File: config.mk
export PLATFORM = sky130hd
export DESIGN_NAME = linescan_sensor_emulator
export DESIGN_NICKNAME = d
export VERILOG_FILES = /design/src/rtl/linescan_sensor_emulator.sv
export SDC_FILE = /design/constraint.sdc
export NUM_CORES = 1
export LEC_CHECK = 0
export CORE_ASPECT_RATIO = 0.9
export CORE_MARGIN = 2
export CORE_UTILIZATION = 49
export CTS_CLUSTER_DIAMETER = 120
export DETAILED_ROUTE_END_ITERATION = 8
export PLACE_DENSITY = 0.83
export SLEW_MARGIN = 20
export SYNTH_ARGS = -nofsm -noshare
export SYNTH_HDL_FRONTEND = slang
export SYNTH_SLANG_ARGS = --single-unit
File: constraint.sdc
create_clock -name master_clock -period 2.05 [get_ports master_clock]
set_input_delay 0.3075 -clock master_clock [delete_from_list [all_inputs] [get_ports master_clock]]
set_output_delay 0.3075 -clock master_clock [all_outputs]
set_load 0.005 [all_outputs]
File: src/rtl/linescan_sensor_emulator.sv
// Line-scan CCD stand-in: samples SI/CLK from a sensor driver, runs a readout
// frame and emits one pattern word per sensor-clock period after a settle delay.
//
// state      | meaning
// -----------+-----------------------------------------------------------------
// ST_IDLE    | waiting for a sensor-clock rise with SI high to start a frame
// ST_READOUT | frame active; settle timer runs from the last rise, one pixel
//            | strobe per rise, frame ends on the rise after the last pixel
module linescan_sensor_emulator #(
    parameter int NUMBER_OF_PIXEL = 128,
    parameter int DATA_WIDTH      = 12,
    parameter int SYNC_STAGES     = 2,
    parameter int SETTLE_NCLK     = 35,
    parameter int RAMP_STEP       = 16
) (
    input  logic                  master_clock,
    input  logic                  resetn,
    input  logic                  sensor_clk_in,
    input  logic                  si_in,
    input  logic [1:0]            pattern_sel,
    input  logic [DATA_WIDTH-1:0] pattern_const,
    output logic [DATA_WIDTH-1:0] pixel_data,
    output logic [7:0]            pixel_index,
    output logic                  pixel_valid,
    output logic                  frame_done,
    output logic                  frame_error,
    output logic                  missed_pixel,
    output logic                  busy,
    output logic [15:0]           frame_count
);

    localparam int CNT_W = (SETTLE_NCLK > 1) ? $clog2(SETTLE_NCLK) : 1;
    localparam logic [CNT_W-1:0] SETTLE_LOAD = CNT_W'(SETTLE_NCLK - 1);
    localparam logic [7:0]       LAST_IDX    = 8'(NUMBER_OF_PIXEL - 1);

    typedef enum logic [0:0] {
        ST_IDLE    = 1'b0,
        ST_READOUT = 1'b1
    } state_t;

    // Word generator; every pattern wraps modulo 2^DATA_WIDTH.
    function automatic logic [DATA_WIDTH-1:0] pattern_word(
        input logic [1:0]            sel,
        input logic [7:0]            idx,
        input logic [DATA_WIDTH-1:0] cst,
        input logic [15:0]           fcnt
    );
        logic [DATA_WIDTH-1:0] ramp;
        logic [DATA_WIDTH-1:0] word;
        ramp = DATA_WIDTH'(idx) * DATA_WIDTH'(RAMP_STEP);
        word = '0;
        case (sel)
            2'd0:    word = ramp;
            2'd1:    word = cst;
            2'd2:    word = idx[0] ? '1 : '0;
            default: word = ramp + DATA_WIDTH'(fcnt);
        endcase
        return word;
    endfunction

    logic [1:0]             rst_sync;
    logic                   rst_int_n;
    logic [SYNC_STAGES-1:0] sclk_sync;
    logic [SYNC_STAGES-1:0] si_sync;
    logic                   sclk_prev;
    logic                   sclk_s;
    logic                   si_s;
    logic                   clk_rise;

    state_t                 state,       state_nxt;
    logic [7:0]             cur_idx,     cur_idx_nxt;
    logic [CNT_W-1:0]       settle_cnt,  settle_nxt;
    logic                   pending,     pending_nxt;
    logic [1:0]             pat_sel_q,   pat_sel_nxt;
    logic [DATA_WIDTH-1:0]  pat_const_q, pat_const_nxt;
    logic [DATA_WIDTH-1:0]  pixel_data_nxt;
    logic [7:0]             pixel_index_nxt;
    logic                   pixel_valid_nxt;
    logic                   frame_done_nxt;
    logic                   frame_error_nxt;
    logic                   missed_nxt;
    logic [15:0]            frame_count_nxt;
    logic                   settle_expired;
    logic [DATA_WIDTH-1:0]  strobe_word;

    // Reset: asserts asynchronously, releases on a clock edge.
    always_ff @(posedge master_clock or negedge resetn) begin
        if (!resetn) begin
            rst_sync <= '0;
        end else begin
            rst_sync <= {rst_sync[0], 1'b1};
        end
    end

    assign rst_int_n = rst_sync[1];

    // Bring the asynchronous driver signals into the master_clock domain.
    always_ff @(posedge master_clock or negedge rst_int_n) begin
        if (!rst_int_n) begin
            sclk_sync <= '0;
            si_sync   <= '0;
            sclk_prev <= 1'b0;
        end else begin
            sclk_sync <= {sclk_sync[SYNC_STAGES-2:0], sensor_clk_in};
            si_sync   <= {si_sync[SYNC_STAGES-2:0], si_in};
            sclk_prev <= sclk_sync[SYNC_STAGES-1];
        end
    end

    assign sclk_s   = sclk_sync[SYNC_STAGES-1];
    assign si_s     = si_sync[SYNC_STAGES-1];
    assign clk_rise = sclk_s & ~sclk_prev;

    // Settle timer reaching zero with a pixel still owed means the strobe goes
    // out now, even if the next rise lands in the same cycle.
    assign settle_expired = pending && (settle_cnt == '0);
    assign strobe_word    = pattern_word(pat_sel_q, cur_idx, pat_const_q, frame_count);
    assign busy           = (state == ST_READOUT);

    // State and datapath registers.
    always_ff @(posedge master_clock or negedge rst_int_n) begin
        if (!rst_int_n) begin
            state        <= ST_IDLE;
            cur_idx      <= '0;
            settle_cnt   <= '0;
            pending      <= 1'b0;
            pat_sel_q    <= '0;
            pat_const_q  <= '0;
            pixel_data   <= '0;
            pixel_index  <= '0;
            pixel_valid  <= 1'b0;
            frame_done   <= 1'b0;
            frame_error  <= 1'b0;
            missed_pixel <= 1'b0;
            frame_count  <= '0;
        end else begin
            state        <= state_nxt;
            cur_idx      <= cur_idx_nxt;
            settle_cnt   <= settle_nxt;
            pending      <= pending_nxt;
            pat_sel_q    <= pat_sel_nxt;
            pat_const_q  <= pat_const_nxt;
            pixel_data   <= pixel_data_nxt;
            pixel_index  <= pixel_index_nxt;
            pixel_valid  <= pixel_valid_nxt;
            frame_done   <= frame_done_nxt;
            frame_error  <= frame_error_nxt;
            missed_pixel <= missed_nxt;
            frame_count  <= frame_count_nxt;
        end
    end

    // Next-state and output decisions for the readout sequence.
    always_comb begin
        state_nxt       = state;
        cur_idx_nxt     = cur_idx;
        settle_nxt      = settle_cnt;
        pending_nxt     = pending;
        pat_sel_nxt     = pat_sel_q;
        pat_const_nxt   = pat_const_q;
        pixel_data_nxt  = pixel_data;
        pixel_index_nxt = pixel_index;
        pixel_valid_nxt = 1'b0;
        frame_done_nxt  = 1'b0;
        frame_error_nxt = 1'b0;
        missed_nxt      = missed_pixel;
        frame_count_nxt = frame_count;

        case (state)
            ST_IDLE: begin
                if (clk_rise && si_s) begin
                    state_nxt     = ST_READOUT;
                    cur_idx_nxt   = '0;
                    settle_nxt    = SETTLE_LOAD;
                    pending_nxt   = 1'b1;
                    pat_sel_nxt   = pattern_sel;
                    pat_const_nxt = pattern_const;
                    missed_nxt    = 1'b0;
                end
            end

            ST_READOUT: begin
                if (settle_cnt != '0) begin
                    settle_nxt = settle_cnt - CNT_W'(1);
                end

                if (settle_expired) begin
                    pixel_valid_nxt = 1'b1;
                    pixel_data_nxt  = strobe_word;
                    pixel_index_nxt = cur_idx;
                    pending_nxt     = 1'b0;
                end

                if (clk_rise) begin
                    if (si_s) begin
                        // SI mid-frame: abandon this frame and start over.
                        frame_error_nxt = 1'b1;
                        cur_idx_nxt     = '0;
                        settle_nxt      = SETTLE_LOAD;
                        pending_nxt     = 1'b1;
                        pat_sel_nxt     = pattern_sel;
                        pat_const_nxt   = pattern_const;
                    end else begin
                        if (pending && !settle_expired) begin
                            missed_nxt = 1'b1;
                        end
                        if (cur_idx == LAST_IDX) begin
                            frame_done_nxt  = 1'b1;
                            frame_count_nxt = frame_count + 16'd1;
                            state_nxt       = ST_IDLE;
                            pending_nxt     = 1'b0;
                        end else begin
                            cur_idx_nxt = cur_idx + 8'd1;
                            settle_nxt  = SETTLE_LOAD;
                            pending_nxt = 1'b1;
                        end
                    end
                end
            end

            default: begin
                state_nxt = ST_IDLE;
            end
        endcase
    end

endmodule
==> results.py <==
metrics = {
    "run_status": {
        "status": "finished, final reports clean",
    },
    "setup_path": {
        "required_ns": 2.29,
        "crit_arrival_ns": 2.22,
        "cp-start-kind": "flop",
        "crit_chain": "ha_4 -> inv_1 -> fa_2 -> xnor2_1 -> mux4_2 -> mux2_2",
        "max_stage_delay_ns": 0.48,
        "cp-end-kind": "flop",
        "worstPathBufferInverterCount": 1,
        "cp_max_fo": 3,
        "cp_slowest_cell": "mux4_2",
        "critical-path-top-delay-family": "multiplexers",
        "critPathKind": "reg -> reg",
    },
    "power": {
        "peakVddDrop_v": 0.000601,
        "p_leak_nw": 2.24,
        "powerDensity_mw_per_mm2": 912,
    },
    "final_layout": {
        "syn2layout_area_growth_pct": 28.3,
        "final_common_cell": "dfrtp_1",
        "fin_cells": 529,
        "final_cell_mix": "75 x dfrtp_1, 58 x clkdlybuf4s50_1, 53 x nand2_1",
        "drive_gt1_share_pct": 15.5,
        "nNetsFinal": 458,
        "antenna_cells": 0,
    },
    "cts": {
        "worstSkewPairLatency_ns": 0.35,
        "cts.path.max_buffers": 2,
        "numCtsBuffers": 9,
        "clkSinkCount": 77,
        "clk_pin_slew_ns": 0.08,
        "cts_root_buf": "clkbuf_8",
        "h-tree-depth": 3,
        "cts_tree": "built",
        "cts_hold_buf": 0,
    },
    "run": {
        "drv_cap": 0,
    },
    "routing": {
        "met2WireLength_um": 4030,
        "ant_nets": 0,
        "first_iter_violations": 211,
        "met3RoutedLength_um": 443,
        "drt-met1-wl_um": 3940,
        "routed_wirelength_um": 8530,
        "first_pass_iters": 4,
        "via_per_inst": 5.65,
        "routed.top_layer": "met4",
        "wl_per_cell_um": 16.1,
        "drc": 0,
        "vias": 2987,
    },
    "synthesis": {
        "synth_area_per_cell_um2": 10.6,
        "synth-edff-count": 0,
        "synth_nets": 387,
        "synth_ff_type": "dfrtp_1",
        "ys_warn_count": 0,
        "synthArstFlopShare_pct": 100,
        "synth_top_area_share_pct": 51.1,
        "syn_area_mm2": 0.00377,
        "synthTopCellsByArea": "dfrtp_1 51%, nand2_1 5.3%, mux2_2 4.8%",
        "ys_ff_latch": 77,
        "yosysSeqAreaShare_pct": 51.1,
        "syn_inst": 357,
        "yosysTopAreaCell": "dfrtp_1",
        "synth_cell_types": 55,
    },
    "global_routing": {
        "grt_use_total_pct": 22.3,
        "antenna_found_initial": 0,
        "grt_pass1_wl_um": 14200,
        "grt.overflow.total": 0,
        "grt_pass1_vias": 2935,
        "grt_max_degree": 39,
    },
    "timing": {
        "finalHoldViolations": 0,
        "slew_viol_final": 0,
        "setup_viol": 0,
        "fin_setup_tns_ns": 0,
        "clock_skew_ns": 0.00912,
        "rsz0062_at_grt": "no",
        "post-route-min-period_ns": 1.98,
        "fmaxAchievable_mhz": 505,
        "fin_crit_sh_pct": 96.6,
    },
    "floorplan": {
        "fp.coreArea_mm2": 0.00751,
        "die_area_mm2": 0.00841,
        "dieWidth_um": 96.5,
        "io_pins": 59,
        "die_y_um": 87.2,
        "rows": 30,
        "start_util_pct": 50.2,
    },
    "min_path": {
        "hp-class": "in -> async",
    },
    "place": {
        "dp_hpwl_um": 6010,
        "dp_cells": 512,
        "place.gp.congestion": 0.862,
        "port_buffers": 58,
    },
}
==> registers in the layout, indices dropped and copies added, names as in the netlist <==
| signal | flops |
|---|---|
| sclk_sync | 2 |
| pixel_valid | 1 |
| pat_const_q | 12 |
| frame_done | 1 |
| pixel_index | 8 |
| frame_count | 16 |
| missed_pixel | 1 |
| cur_idx | 8 |
| pending | 1 |
| busy | 1 |
| si_sync | 2 |
| sclk_prev | 1 |
| rst_sync | 2 |
| pat_sel_q | 2 |
| pixel_data | 12 |
| settle_cnt | 6 |
| frame_error | 1 |
==> final cells by class <==
cell class / count / area (um2)
fill: 599 / 2670
clock buffer: 12 / 145
timing repair buffer: 75 / 721
clock inverter: 4 / 120
tap: 96 / 120
multi-input combinational: 256 / 1770
inverter: 9 / 33.8
sequential: 77 / 1930
==> stage by stage <==
step           setup slack (ns)  power, mW  utilization, %  hold WS [ns]  cell area [um2]
2_1_floorplan            0.0459       2.45               -        0.0119             3770
3_3_place_gp             0.0752       2.87            60.4         0.202             4540
3_5_place_dp             0.0157       2.92            60.4         0.213             4540
4_1_cts                0.000203       4.43            64.1         0.103             4810
5_1_grt                 0.00439       4.65            64.5         0.105             4840
6_report                 0.0695       4.41            64.5         0.109             4840
==> report_power, final <==
group	internal [mW]	total (mW)	leakage (nW)	switching [mW]
clock	0.967	1.50	0.131	0.534
combinational	0.530	0.936	1.13	0.406
sequential	1.77	1.98	0.977	0.208
total	3.26	4.41	2.24	1.15
==> routing by layer <==
metal | vias to the layer above | track usage [%]
met2 | 100 | 34.8
met5 | - | 0
met1 | 1465 | 31.0
met3 | 10 | 6.15
li1 | 1412 | -
met4 | 0 | 5.89
==> logic make-up (layout without fill, tap and decap cells) <==
family          Yosys count  count (layout)  synth area share (%)
compound gates           78              78                  12.8
xor+xnor                 21              21                  4.88
fa+ha+maj                12              12                  4.18
buf+inv                  24             100                  2.72
flops                    77              77                  51.1
mux                      26              26                  7.77
other cells               1               1                0.0995
simple gates            118             118                  16.4
==> synthesized netlist by cell type (all sizes together), types with 2 or more instances <==
cell type / instances
a22oi: 4
clkbuf: 9
a31oi: 2
xor2: 7
buf: 6
nand4: 6
mux2: 16
xnor2: 14
nand2b: 5
o21ai: 29
or2: 2
o31ai: 3
dfrtp: 77
and3: 6
nand3b: 2
nor3: 5
nand2: 54
and2: 3
a211oi: 4
nor2b: 4
a41oi: 2
ha: 11
a21o: 2
mux2i: 9
a31o: 2
o22a: 2
nand3: 13
a21oi: 18
nor2: 10
and4: 3
inv: 9
o41ai: 2
==> path summary, 6_finish.rpt <==
kind	start	endpoint	slack [ns]	cells past startpoint
min	resetn	rst_sync[0]	0.11	1
max reg2reg	frame_count[4]	pixel_data[6]	0.07	6
min in group master_clock	si_sync[0]	si_sync[1]	0.36	0
max in group asynchronous	rst_sync[1]	pat_const_q[5]	1.20	1
min reg2reg	rst_sync[1]	frame_count[11]	0.21	0
max	frame_count[4]	pixel_data[6]	0.07	6
==> what timing repair did <==
item                       4_1_cts  5_1_grt
setup buffers                    1        0
gates resized for setup          1        6
cloned                           0        0
setup endpoints to repair        1       10
(Power assumes the default switching activity.)
